File: src/rtl/booth_sequencer.sv
// Sequential radix-2 Booth signed multiplier. The iteration count is loaded
// on start and stepped down once per Booth step; each step is one add/sub cycle
// followed by one shift cycle.
module booth_sequencer #(
    parameter int N = 4
) (
    input  logic             clk,
    input  logic             rst,
    input  logic             start,
    input  logic [N-1:0]     multiplicand,
    input  logic [N-1:0]     multiplier,
    output logic             busy,
    output logic             done,
    output logic [2*N-1:0]   product
);

    localparam int CW = $clog2(N + 1);

    typedef enum logic [1:0] {
        IDLE,
        EVAL,
        SHIFT,
        DONE
    } state_t;

    state_t          state_q, state_d;
    logic [N:0]      a_q, a_d;
    logic [N:0]      mx_q, mx_d;
    logic [N-1:0]    q_q, q_d;
    logic            q1_q, q1_d;
    logic [CW-1:0]   cnt_q, cnt_d;
    logic [2*N-1:0]  product_q, product_d;
    logic [2*N+1:0]  shifted;

    // A carries one guard bit so that subtracting the most negative
    // multiplicand cannot overflow the accumulator.
    always_comb begin
        state_d   = state_q;
        a_d       = a_q;
        mx_d      = mx_q;
        q_d       = q_q;
        q1_d      = q1_q;
        cnt_d     = cnt_q;
        product_d = product_q;
        shifted   = {a_q[N], a_q, q_q};

        case (state_q)
            IDLE: begin
                if (start) begin
                    mx_d    = {multiplicand[N-1], multiplicand};
                    q_d     = multiplier;
                    a_d     = '0;
                    q1_d    = 1'b0;
                    cnt_d   = CW'(N);
                    state_d = EVAL;
                end
            end
            EVAL: begin
                case ({q_q[0], q1_q})
                    2'b01:   a_d = a_q + mx_q;
                    2'b10:   a_d = a_q - mx_q;
                    default: a_d = a_q;
                endcase
                state_d = SHIFT;
            end
            SHIFT: begin
                a_d   = shifted[2*N+1:N+1];
                q_d   = shifted[N:1];
                q1_d  = shifted[0];
                cnt_d = cnt_q - 1'b1;
                // The product is captured on the final shift so it is already
                // valid during the cycle where done is high.
                if (cnt_q == CW'(1)) begin
                    product_d = shifted[2*N:1];
                    state_d   = DONE;
                end else begin
                    state_d = EVAL;
                end
            end
            DONE: begin
                state_d = IDLE;
            end
            default: begin
                state_d = IDLE;
            end
        endcase
    end

    always_ff @(posedge clk) begin
        if (rst) begin
            state_q   <= IDLE;
            a_q       <= '0;
            mx_q      <= '0;
            q_q       <= '0;
            q1_q      <= 1'b0;
            cnt_q     <= '0;
            product_q <= '0;
        end else begin
            state_q   <= state_d;
            a_q       <= a_d;
            mx_q      <= mx_d;
            q_q       <= q_d;
            q1_q      <= q1_d;
            cnt_q     <= cnt_d;
            product_q <= product_d;
        end
    end

    assign busy    = (state_q != IDLE);
    assign done    = (state_q == DONE);
    assign product = product_q;

endmodule

File: config.mk
export PLATFORM = sky130hd
export DESIGN_NAME = booth_sequencer
export DESIGN_NICKNAME = d
export VERILOG_FILES = /design/src/rtl/booth_sequencer.sv
export SDC_FILE = /design/constraint.sdc
export NUM_CORES = 1
export LEC_CHECK = 0
export BUFFER_PORTS_ARGS = -buffer_cell sky130_fd_sc_hd__buf_2
export CAP_MARGIN = 20
export CORE_MARGIN = 2
export CORE_UTILIZATION = 40
export CTS_BUF_LIST = sky130_fd_sc_hd__clkbuf_4
export DETAILED_ROUTE_END_ITERATION = 6
export PLACE_DENSITY_LB_ADDON = 0.12
export SETUP_SLACK_MARGIN = 0.05
export SLEW_MARGIN = 40
export SYNTH_ARGS = -nofsm -noshare
export SYNTH_HDL_FRONTEND = slang
export SYNTH_SLANG_ARGS = --single-unit
File: constraint.sdc
create_clock -name clk -period 3.95 [get_ports clk]
set_input_delay 0.1975 -clock clk [delete_from_list [all_inputs] [get_ports clk]]
set_output_delay 0.1975 -clock clk [all_outputs]
set_load 0.05 [all_outputs]
* Word-level counts from Yosys, hierarchy flattened *
Index checks and enable logic that the tools add are counted.

storage, ports and cells
  flip-flop bits (word level) = 27
  input bits = 11
  output and inout bits = 10
  word-level logic and storage cells = 42

operators by class
  add/subtract/negate cells = 3
  eq/ne operators = 8
  multiplexer cells = 12
  bitwise logic cells = 1
  reduce and logical (&&, ||, !) cells = 10

operator list
  cell                   number
  $pmux W5 S3            1
  $pmux W5 S2            1
  $pmux W2 S4            1
  $pmux W4 S2            1
  $eq A2 B2 Y1 const B   3
  $pmux W3 S2            1
  $reduce_and A2 Y1      3
  $reduce_bool A2 Y1     3
  $add A5 B5 Y5          1
  $mux W5                1
  $sub A5 B5 Y5          1
  $eq A2 B1 Y1 const B   2
  $mux W2                2
  $mux W4                1
  $reduce_and A4 Y1      1
  $eq A3 B1 Y1 const B   1
  $mux W3                1
  $ne A3 B3 Y1 const B   1
  $reduce_and A3 Y1      1
  $reduce_bool A3 Y1     1
  $sub A3 B1 Y3 const B  1
  $logic_not A2 Y1       1
  $ne A2 B2 Y1 const B   1
  $pmux W1 S2            1
  other kinds (2)        2

* Logic depth before layout (Yosys ltp) *
Gate-level depths: netlist of run 1.

  word-level depth = 3
  mapped depth = 10
  depth with buffers taken out = 10

* Worst setup path after synthesis of run 1 *
Ideal clock, no wire load.

  path type = register to register
  start point = register mx_q[0]
  end point = register a_q[3]
  library setup time = 0.129 ns
  data arrival time = 1.982 ns
  data required time = 3.821 ns
  path slack = 1.839 ns
  stages on the path, launching flop included = 10
  buffers on the path = 0
  period minus slack after synthesis = 2.111 ns
  cells stage by stage = dfxtp_1 > inv_1 > ha_1 > mux2i_1 > ha_1 > nor2b_1 > o21a_1 > or3_1 > a32oi_1 > o32ai_1

on the way
  longest elaborated chain between the ends = 3
  elaborated cells on any way between the ends = 4
  those cells by class = add/sub (2); mux (2)

RTL lines
  what                                                   RTL line  text
  start: declaration                                     28        logic [N:0] mx_q, mx_d;
  start signal: assignment                               101       mx_q <= mx_d;
  $sub A5 B5 Y5 / $add A5 B5 Y5 (equally long branches)  61, 60
  $pmux W5 S2 *                                          59        case ({q_q[0], q1_q})
  $pmux W5 S3 *                                          47        case (state_q)
  end signal: assignment                                 92        a_q <= '0;
  end signal: assignment                                 100       a_q <= a_d;
  end: declaration                                       27        logic [N:0] a_q, a_d;

Every way passes the cells marked *; elsewhere a longest branch is shown, timed or not.
A chain may end at the register's enable or synchronous reset.

* Worst setup path in the final report of run 1 *
Ends and elaborated chain as after synthesis.

==> results of run 1 <==
## through the flow
stage | power (mW) | cells | area (um^2) | worst slack [ns] | util [%]
after detailed placement | 0.563 | 230 | 1590 | 1.67 | 46.5
final | 0.680 | 234 | 1620 | 1.65 | 47.4
after CTS | 0.689 | 234 | 1620 | 1.63 | 47.4
after global routing | 0.738 | 234 | 1620 | 1.44 | 47.4
after floorplan | 0.513 | 170 | 1460 | 1.84 | -
after global placement | 0.555 | 230 | 1590 | 1.75 | 46.5
## Yosys cell counts, types with 2 or more instances
cell type / instances
nor3_2: 2
nor2_2: 2
nand2_1: 12
ha_1: 11
o21ai_0: 6
a32oi_1: 2
dfxtp_1: 27
and2_1: 2
nor2_1: 24
nor3_1: 3
mux2i_1: 11
a211oi_1: 6
xnor2_1: 3
nand2b_1: 2
inv_1: 10
clkbuf_1: 3
buf_2: 3
a21oi_1: 13
nor2b_1: 2
or3_1: 3
nand3_1: 8
nand3b_1: 2
## logic make-up (layout without fill, tap and decap cells)
group	Yosys count	count (layout)	share of synthesized area, %
flops	27	27	37.1
compound gates	34	34	15.6
simple gates	66	66	22.5
buf+inv	17	35	4.64
xor+xnor	3	3	1.80
fa+ha+maj	12	12	10.8
mux	11	11	7.56
## metal layers
layer | track usage, % | vias to the layer above | wire length (um) | part of all wire, %
met2 | 27.7 | 15 | 1360 | 47
met3 | 2.11 | 2 | 81 | 2.8
met4 | 3.99 | 0 | 22 | 0.76
met1 | 21.5 | 550 | 1440 | 50
li1 | - | 627 | - | -
met5 | 0 | - | 0 | 0
## how the worst max path moves through the flow
stage                  end  slack, ns  cells past startpoint
finish              a_q[3]       1.65                      9
global route        a_q[3]       1.44                      9
CTS                 a_q[3]       1.63                      9
detailed placement  a_q[3]       1.67                      9
global placement    a_q[3]       1.75                      9
floorplan           a_q[3]       1.84                      9
## flip-flops by register name, summed over array words and instances, names as in the netlist
register,cells
state_q,2
a_q,5
mx_q,4
q_q,4
product,8
q1_q,1
cnt_q,3
## cell type report
cell class                 instances  share of cell area, %
sequential                        27                   33.4
inverter                          11                   2.55
multi-input combinational        126                   52.4
timing repair buffer              20                   6.19
clock inverter                     1                  0.464
clock buffer                       3                   1.39
tap                               46                   3.56
## critical path, delay by kind of cell, from the launching register on
| kind | cells | cell delay, ns |
|---|---|---|
| AOI/OAI and AO/OA | 3 | 0.47 |
| and+or+nand+nor | 2 | 0.43 |
| DFF | 1 | 0.42 |
| muxes | 1 | 0.24 |
| adders and majority gates | 2 | 0.56 |
| buffers and inverters | 1 | 0.06 |
## report_power, final
group / switching [mW] / internal, mW
sequential: 0.0200 / 0.295
combinational: 0.145 / 0.0973
clock: 0.0838 / 0.0386
total: 0.249 / 0.431
==> key figures, run 1 <==
Outcome
  • Status: complete, no violations

Power and ir drop
  • Leak pwr: between 0.6 and 0.7 nW
  • Max VDD drop: approximately 230 uV
  • Pwr/cell area: about 420 nW/um^2

Clocking
  • Max Root-Sink Buffers: 2
  • Post-cts hold buffer count: 0
  • Htree depth: 1
  • Postcts setup bufs: 0
  • CTS Sinks: 27
  • PostCTS Resize Cnt: 0
  • Clock transition at path regs: ~0.15 ns
  • Inserted Clock Buffers: 3
  • Worst skew pair latency: 0.32 ns
  • Clk Tree Root Cell: clkbuf_4
  • TritonCTS clock tree: yes

Synth
  • Synth area leaders: dfxtp_1, ha_1, mux2i_1, nor2_1, a21oi_1
  • Mapped Area: between 1000 and 1500 um^2
  • EDFF count, synth: 0
  • Async SR Flop Fraction: 0%
  • Syn_nets: between 150 and 200
  • Seq/Total Area, Yosys: between 30% and 40%
  • Main synth FF type: dfxtp_1
  • Top cell type's share of synthesized area: between 30% and 40%
  • Cells after Synth: 170
  • Yosys top cell by area: dfxtp_1
  • Ys Warns: 0
  • Post-Syn Area per Cell: 8.57 um^2
  • Yosys cell types: 35
  • Register bit total from synthesis: 27

Cells and area
  • Fill cells: between 300 and 400
  • Most common cell after layout, fill and taps aside: dfxtp_1
  • Sequential cell area: 541 um^2
  • Share of cells above drive strength 1: 17.6%
  • Diode count: 0
  • Multi-input logic area: 848 um^2
  • Layout Nets: between 200 and 250
  • Most frequent cells in the layout: dfxtp_1, nor2_1, buf_2
  • Synth-to-Final Area Change: 11.1%

Setup path
  • Startpoint types: register
  • CP max stage cell: dfxtp_1
  • FF-to-FF End: a_q[3]
  • R2r startpoint: mx_q[0]
  • Flop2flop setup slack: 1.65 ns
  • CP Cell Sequence: inv_1, ha_1, mux2i_1, ha_1, nor2b_1, o21a_1, or3_1, a32oi_1, o32ai_1
  • CP most frequent cell: ha_1
  • Crit Path Category: register to register
  • Crit path max fanout: 4
  • CP Data Arrival Time: 2.51 ns
  • Setup crit start: mx_q[0]
  • Worst setup EP type: register
  • Required @ worst endpoint: 4.16 ns
  • Slowest stage delay, CP: between 0.4 and 0.5 ns
  • Worst-case reg-to-reg path depth: 9

Routing
  • DRC: 0
  • Initial DRC Count: 34
  • Routed Antenna Nets: 0
  • Avg Vias per Cell: between 5 and 6
  • 1st-pass router iterations: 4
  • Wire per inst: between 10 and 15 um
  • WL final: slightly below 3000 um
  • Total number of vias: approximately 1,200

GRT
  • Global-route wire length before repair: roughly 5300 um
  • GRT overflow: 0
  • All-Layer GR Usage: between 10% and 20%
  • Antenna violations before repair: 0
  • Largest net degree at the start of global routing: 30
  • Vias in the first global route: 1,189

Floorplan
  • FP Rows: 21
  • Effective utilization at floorplan: 42.6%
  • Die X: roughly 64 um
  • Die area: between 4000 and 5000 um^2
  • Core area: between 3000 and 4000 um^2
  • Die Height: 64.3 um
  • I/O Pins: 21

STA
  • Setup_tns: 0 ns
  • Least-Margin Pin Slew: around 0.67 ns
  • Max Transition Viols Final: 0
  • # setup viols final: 0
  • Final period util: around 58%
  • Unrepaired setup endpoints after global routing: false
  • Setup Skew: 0.00307 ns
  • Final period demand of the worst path: 2.30 ns
  • Relative slew slack: between 50% and 60%
  • Final hold slack: roughly 0.11 ns
  • FMAX: around 440 MHz
  • Hold Vio Cnt, Final: 0

Worst hold path
  • HP Class: input pin to register
  • Hold path startpoint: multiplicand[3]
  • Hold path cells: 3
  • Hold Path Sink: mx_q[3]

Place
  • GP Congestion: 0.780
  • Number of port buffers: 20
  • Hpwl dp: approximately 2200 um

Run
  • Max-cap violations: 0
No activity file was read; power rests on OpenSTA's default activity.
==> run 2: changes to the inputs <==
clock period = 2 ns   (was 3.95 ns; I/O delays follow)
==> key figures, run 2 (synthesized netlist as in run 1, its figures left out) <==
Outcome
  • Status: complete, but fails checks
  • Failing checks: negative setup slack

Cells and area
  • Share of cells above drive strength 1: 25.6% (+8.1 points)
  • Final instance area: 1740 um^2 (+7.7%)
  • Max reg flops: 8 (unchanged)
  • Fin cells: 245 (+4.7%)
  • Most frequent cells in the layout: dfxtp_1, nor2_1, buf_2
  • Util after Layout: 51.0% (+3.6 points)
  • Most common cell after layout, fill and taps aside: dfxtp_1
  • Layout Nets: 223 (+5.2%)
  • Diode count: 0 (unchanged)
  • Synth-to-Final Area Change: 19.6%

Worst hold path
  • Hold Path Sink: mx_q[2]
  • Hold path cells: 3 (unchanged)
  • HP Class: input pin to register
  • Hold path startpoint: multiplicand[2]

STA
  • Least-Margin Pin Slew: 0.499 ns (-0.170 ns)
  • Relative slew slack: 66.7% (+11 points)
  • Hold Vio Cnt, Final: 0 (unchanged)
  • Unrepaired setup endpoints after global routing: true
  • Final setup margin: -0.0502 ns (-1.70 ns)
  • Final period util: 103% (+44 points)
  • Setup_tns: -0.0524 ns (-0.0524 ns)
  • Final hold slack: 0.00174 ns (-0.104 ns)
  • Final period demand of the worst path: 2.05 ns (-0.247 ns)
  • # setup viols final: 2 (+2)
  • Setup Skew: 0.00235 ns (-0.000713 ns)
  • Max Transition Viols Final: 0 (unchanged)
  • FMAX: 488 MHz (+12%)

Routing
  • WL final: 2950 um (+1.5%)
  • 1st-pass router iterations: 4 (unchanged)
  • Wire per inst: 12.0 um (-3.0%)
  • Avg Vias per Cell: 5.09 (-0.33%)
  • Routed Antenna Nets: 0 (unchanged)
  • DRC: 0 (unchanged)
  • Total number of vias: 1,246 (+4.4%)
  • Initial DRC Count: 38 (+12%)

Clocking
  • Htree depth: 1 (unchanged)
  • Clock transition at path regs: 0.15 ns (about the same)
  • TritonCTS clock tree: yes
  • Inserted Clock Buffers: 3 (unchanged)
  • Max Root-Sink Buffers: 2 (unchanged)
  • Worst skew pair latency: 0.33 ns (about the same)
  • CTS Sinks: 27 (unchanged)
  • Clk Tree Root Cell: clkbuf_4

Setup path
  • Worst-case reg-to-reg path depth: 8 (-1)
  • Worst setup EP type: register
  • FF-to-FF End: a_q[3]
  • Startpoint types: register
  • R2r startpoint: q_q[0]
  • Crit path max fanout: 3 (-1)
  • Required @ worst endpoint: 2.22 ns (-1.94 ns)
  • Setup crit start: q_q[0]
  • Crit Path Category: register to register
  • Flop2flop setup slack: -0.05 ns (-1.70 ns)
  • CP Data Arrival Time: 2.27 ns (-0.24 ns)

Floorplan
  • FP Rows: 21 (unchanged)
  • Die Height: 64.3 um (unchanged)
  • Effective utilization at floorplan: 42.6% (unchanged)
  • Core area: 3420 um^2 (unchanged)
  • Die area: 4140 um^2 (unchanged)
  • Die X: 64.3 um (unchanged)
  • I/O Pins: 21 (unchanged)

Place
  • Hpwl dp: 2250 um (+1.8%)
  • Placed cell area: 1650 um^2 (+3.9%)
  • Placed cells: 237 (+3.0%)
  • Place WS: -0.115 ns (-1.78 ns)
  • GP Congestion: 0.733 (-6.0%)
  • Number of port buffers: 20 (unchanged)

Power and ir drop
  • Power share of the combinational group: 38.7% (+3.0 points)
  • Switching share of power: 36.4% (-0.19 points)
  • Internal power: 0.899 mW (+110%)
  • Leak pwr: 0.740 nW (+9.0%)
  • Clock share of power: 17.3% (-0.7 points)
  • Pwr/cell area: 812 nW/um^2 (+93%)
  • Max VDD drop: 309 uV (+36%)
  • Sequential fraction of design power: 44.0% (-2.3 points)
  • Tot Pwr: 1.41 mW (+110%)
  • Switch Pwr: 0.515 mW (+110%)

GRT
  • GRT overflow: 0 (unchanged)
  • Vias in the first global route: 1,168 (-1.8%)
  • All-Layer GR Usage: 15.3% (-0.91 points)
  • Global-route wire length before repair: 5150 um (-3.5%)
  • Largest net degree at the start of global routing: 30 (unchanged)
  • Antenna violations before repair: 0 (unchanged)

Run
  • Max-cap violations: 0 (unchanged)
run 2: critical path: stages (launching register included):
cell and delay, ns:
dfxtp_2 0.36, nor2b_4 0.19, mux2i_4 0.25, ha_1 0.24
nor2b_1 0.13, o21a_1 0.17, or3_1 0.30, a32oi_1 0.20
o32ai_1 0.10
run 2: how the worst max path moves through the flow:
stage	end	slack [ns]	cells past startpoint
2_1_floorplan	a_q[3]	-0.03	9
3_3_place_gp	a_q[3]	-0.07	9
3_5_place_dp	a_q[3]	-0.11	9
4_1_cts	a_q[3]	-0.12	9
5_1_grt	a_q[3]	-0.17	8
6_report	a_q[3]	-0.05	8
run 2: final cells by class:
type | count | area, um^2
Fill cell | 342 | 1670
Multi-Input combinational cell | 126 | 883
Sequential cell | 27 | 544
Timing Repair Buffer | 31 | 188
Tap cell | 46 | 57.6
Inverter | 11 | 41.3
Clock buffer | 3 | 22.5
Clock inverter | 1 | 5.00
run 2: metal layers:
layer / track usage (%) / part of all wire, % / up-vias
met5: 0 / 0 / -
met4: 3.19 / 1.1 / 0
met3: 2.46 / 3.4 / 4
met2: 26.2 / 46 / 18
met1: 20.2 / 49 / 578
li1: - / - / 646
run 2: timing repair:
| item | in CTS | in global routing |
|---|---|---|
| pin swaps | 9 | 7 |
| endpoints found under the setup margin | 2 | 5 |
| hold endpoints to repair | 1 | 1 |
| buffers inserted | 2 | 0 |
| hold buffers | 1 | 1 |
| resized for setup | 6 | 2 |
run 2: power by group through the flow:
| stage | clock (mW) | combinational (mW) | sequential (mW) |
|---|---|---|---|
| global placement | 0 | 0.498 | 0.628 |
| floorplan | 0 | 0.393 | 0.625 |
| detailed placement | 0 | 0.511 | 0.633 |
| global route | 0.279 | 0.616 | 0.629 |
| CTS | 0.251 | 0.538 | 0.622 |
| finish | 0.244 | 0.548 | 0.622 |
